## src/rtl/register_file.sv

```systemverilog
// General-purpose 32 x 64-bit register file for the RISC-V datapath: two read ports, one write port.
// Latency: reads are combinational (zero cycles); a write is visible right after its capturing edge.
// Backpressure: none; every write is accepted on the edge where it is enabled.
//
// Ports:
//   clk         system clock; writes capture on the rising edge
//   rst         asynchronous active-high reset; clears every register at once
//   reg_num_r0  read port 0 register number  -> r_data_0
//   reg_num_r1  read port 1 register number  -> r_data_1
//   reg_num_w   write port register number
//   w_data      write data
//   ctrl_reg_w  write enable, active high
//
// Register 0 is ordinary storage; x0 zero semantics are handled by decode/control.
module register_file #(
  parameter int DATA_WIDTH = 64,
  parameter int ADDR_WIDTH = 5,
  parameter int NUM_REGS   = 32
) (
  input  logic                  clk,
  input  logic                  rst,
  input  logic [ADDR_WIDTH-1:0] reg_num_r0,
  input  logic [ADDR_WIDTH-1:0] reg_num_r1,
  input  logic [ADDR_WIDTH-1:0] reg_num_w,
  input  logic [DATA_WIDTH-1:0] w_data,
  input  logic                  ctrl_reg_w,
  output logic [DATA_WIDTH-1:0] r_data_0,
  output logic [DATA_WIDTH-1:0] r_data_1
);

  logic [DATA_WIDTH-1:0] regs [NUM_REGS];

  // Reset clears the whole array asynchronously, so the read outputs are 0
  // for as long as rst is held and no register is ever left undefined.
  always_ff @(posedge clk or posedge rst) begin
    if (rst) begin
      for (int i = 0; i < NUM_REGS; i++) begin
        regs[i] <= '0;
      end
    end else if (ctrl_reg_w) begin
      regs[reg_num_w] <= w_data;
    end
  end

  // No write-through bypass: a same-index read returns the old value until
  // the capturing edge has updated the array.
  assign r_data_0 = regs[reg_num_r0];
  assign r_data_1 = regs[reg_num_r1];

endmodule

```

## config.mk

```make
export PLATFORM = sky130hd
export DESIGN_NAME = register_file
export DESIGN_NICKNAME = d
export VERILOG_FILES = /design/src/rtl/register_file.sv
export SDC_FILE = /design/constraint.sdc
export NUM_CORES = 2
export LEC_CHECK = 0
export ABC_CLOCK_PERIOD_IN_PS = 92800
export BUFFER_PORTS_ARGS = -buffer_cell sky130_fd_sc_hd__buf_2
export CORE_MARGIN = 1.5
export CORE_UTILIZATION = 41
export DETAILED_ROUTE_END_ITERATION = 12
export HOLD_SLACK_MARGIN = 0.12
export PLACE_DENSITY_LB_ADDON = 0.12
export RECOVER_POWER = 25
export SKIP_LAST_GASP = 1
export SYNTH_ARGS = -nofsm -noshare
export SYNTH_HDL_FRONTEND = slang
export SYNTH_SLANG_ARGS = --single-unit
```

## constraint.sdc

```tcl
create_clock -name clk -period 92.8 [get_ports clk]
set_clock_uncertainty 0.1 [all_clocks]
set_input_delay 18.56 -clock clk [delete_from_list [all_inputs] [get_ports clk]]
set_output_delay 18.56 -clock clk [all_outputs]
set_load 0.005 [all_outputs]
```

==> summary.md <==
| Metric | Value |
|---|---|
| Max-cap viol count | `41` |
| Vias in the first global route | `75451` |
| Most used cell, CP | `buf_4` |
| Fill cell count | `23628` |
| Hold/Removal Path Class | `reg2reg` |
| Power share of the combinational group | `0.198` |
| CP max stage delay | `0.92 ns` |
| Clk pwr share | `0.351` |
| Most frequent cells in the layout | `dfrtp_1 (2048), mux2_2 (1930), mux2i_1 (861), mux4_2 (598), a22oi_1 (577)` |
| Worst slew margin | `-5.48` |
| NetSw | `0.765 mW` |
| Slew Limit Fails | `1179` |
| DR vias | `74603` |
| Detail Route Antenna Nets | `0` |
| GP Congestion | `0.838` |
| CP bufs+invs | `5` |
| Worst hold slack | `0.407 ns` |
| Final WS setup | `50.81 ns` |
| Slowest-stage cell, CP | `buf_4` |
| Place WS | `50.77 ns` |
| Leak | `53.0 nW` |
| Crit-path cells | `buf_8, buf_4, buf_4, buf_12, mux4_2, mux2i_1, a221o_1, a21oi_1, buf_2` |
| Seq cells post-synth | `2048` |
| Synth Warn # | `0` |
| Dpl hpwl | `246 mm` |
| Mapped Nets | `7755` |
| Finished Layout Cells | `11229` |
| Die Height | `518 um` |
| Register Area | `51200 um^2` |
| Flop pwr share | `0.451` |
| Commonest non-fill, non-tap cell in the layout | `dfrtp_1` |
| Initial Utilization | `0.414` |
| EDFF count, synth | `0` |
| Hold buffers post-CTS | `0` |
| Post-synthesis cell type count | `50` |
| Initial antenna violation count | `61` |
| Layout Nets | `7599` |
| Global-route wire length before repair | `609 mm` |
| Tot GR Track Use | `0.319` |
| Worst setup EP type | `output port` |
| Outcome | `finished, violations left` |
| Post-Syn Instances | `7673` |
| Max Fclk | `23.8 MHz` |
| CTS tree | `built` |
| Final design utilization | `0.456` |
| Startpoint Class | `input port` |
| Synth area leaders | `dfrtp_1 (47%), mux2_2 (20%), mux4_2 (12%), mux2i_1 (7.9%), a22oi_1 (4.0%)` |
| Clk root buf | `clkbuf_16` |
| Clk sink count | `2048` |
| Dominant cell type by area after synthesis | `dfrtp_1` |
| Die width | `518 um` |
| Final Hold Vio Count | `0` |
| Critical Path RT | `74.14 ns` |
| Max FFs per register | `2048` |
| Post-Place Cells | `10795` |
| Number of top-level pins | `210` |
| Failing checks | `max-capacitance violations, max-slew violations` |
| Via-to-Cell Ratio | `6.64` |
| H-tree depth | `4` |
| Period utilization | `0.452` |
| Area of the multi-input gates | `53800 um^2` |
| Dominant synthesized flop cell | `dfrtp_1` |
| Pwr dens | `22.3 nW/um^2` |
| Post-Syn Area | `109000 um^2` |
| Minimum clock period | `41.99 ns` |
| Data arrival time of the worst path | `23.33 ns` |
| TritonCTS buffer count | `235` |
| Pre-antenna DRT Iters | `5` |
| Placement Rows | `188` |
| Routed WL per cell | `38.7 um` |
| Routed WL | `435 mm` |
| Register with the most flip-flops | `regs` |
| Port Buffers | `209` |
| Post-synth ARST share | `1.00` |
| P_int | `1.90 mW` |
| CTS Buffer Depth | `4` |
| WS Path Type | `in2out` |
| VDD IR-drop max | `0.0169 mV` |
| Overflow after GRT | `0` |
| Seq/Total Area, Yosys | `0.471` |
| Post-cts repair resize count | `0` |
| Biggest regs | `regs x2048` |
| Setup violators final | `0` |
| Post-route DRC | `0` |
| Unrepaired setup endpoints after global routing | `false` |
| Sw frac | `0.287` |
| Pin count of the biggest net entering global routing | `173` |
| Slew @ Worst Pin | `9.72 ns` |
| Die Area | `268000 um^2` |
| CP delay by family, top | `buffers and inverters` |
| Critical-path maximum fanout | `109` |
| Setup Fix Bufs, Post-CTS | `0` |
| Layout cell share with drive strength beyond 1 | `0.433` |
| Starting DRT DRC Count | `7942` |
| Mapped Avg Cell Area | `14.2 um^2` |
| Clock Latency Late Sink | `0.91 ns` |
| P&R area growth vs syn | `10.1%` |
| Core footprint | `263000 um^2` |
| Clock slew at reported path FFs | `0.06 ns` |
| Share of the synthesized area in the top cell type | `0.471` |
| Fin Setup TNS | `0 ns` |
-- cell families (layout without fill, tap and decap cells) --
logic type	count (synthesis)	after routing	share of synthesized area
AND/OR/NAND/NOR	565	565	0.0282
buffers and inverters	804	826	0.0351
multiplexers	3509	3509	0.415
AO/OA/AOI/OAI	747	747	0.0502
other	0	19	0
flip-flops	2048	2048	0.471
-- synthesized netlist by cell type, types with 2 or more instances --
cell type and count:
nor2b_1 34, nor2_2 8, or2_2 5, buf_2 365
nor2_1 29, buf_6 4, mux2_2 1931, a22o_1 28
clkbuf_1 323, o22ai_1 12, nand2b_1 9, inv_1 3
mux4_2 598, nand4_1 103, nor3_1 12, nand3_1 210
and3b_1 4, a211o_1 2, buf_1 24, dfrtp_1 2048
a21oi_1 69, mux2_1 119, nand3b_2 2, nand3b_1 4
buf_4 83, a32oi_1 8, and2_1 16, nor3b_2 7
a221o_1 7, nand2_1 96, nor2_4 9, a31oi_1 32
o32ai_1 9, mux2i_1 861, a22oi_1 577, and3_1 8
-- layout make-up --
type / count / area share
diodes: 19 / 0.000397
multi-input cells: 4821 / 0.449
inverters: 3 / 0.000104
clock inverters: 56 / 0.00466
repair buffers: 408 / 0.0220
clock buffers: 359 / 0.0589
flip-flops and latches: 2048 / 0.428
well taps: 3515 / 0.0367
-- power groups by stage --
| stage | combinational (mW) | sequential, mW | clock (mW) |
|---|---|---|---|
| after floorplan | 0.398 | 1.18 | 0 |
| after global placement | 0.515 | 1.20 | 0 |
| after global routing | 0.562 | 1.22 | 0.986 |
| after CTS | 0.528 | 1.20 | 0.951 |
| final | 0.527 | 1.20 | 0.937 |
| after detailed placement | 0.526 | 1.21 | 0 |
-- through the flow --
| step | power (mW) | instance area (um^2) |
|---|---|---|
| 3_3_place_gp | 1.72 | 112000 |
| 4_1_cts | 2.68 | 120000 |
| 6_report | 2.67 | 120000 |
| 5_1_grt | 2.77 | 120000 |
| 2_1_floorplan | 1.57 | 109000 |
| 3_5_place_dp | 1.74 | 112000 |
-- final timing paths --
path,end,start,cells after the start,slack [ns]
worst max-delay path,r_data_0[49],reg_num_r0[2],9,50.81
worst min-delay path,regs[1092]$_DFFE_PP0P_,regs[1092]$_DFFE_PP0P_,1,0.41
worst max register to register,regs[1469]$_DFFE_PP0P_,regs[1469]$_DFFE_PP0P_,1,91.84
worst min register to register,regs[1092]$_DFFE_PP0P_,regs[1092]$_DFFE_PP0P_,1,0.41
max in group asynchronous,regs[1561]$_DFFE_PP0P_,rst,6,66.65
min in group asynchronous,regs[244]$_DFFE_PP0P_,rst,2,18.96
-- per-layer routing --
layer | up-vias | track usage | share of wire
met5 | - | 0 | 0.00026
met4 | 16 | 0.130 | 0.047
met3 | 917 | 0.0553 | 0.071
met2 | 3490 | 0.503 | 0.46
met1 | 40918 | 0.435 | 0.42
li1 | 29262 | - | -
(Power assumes the default switching activity.)
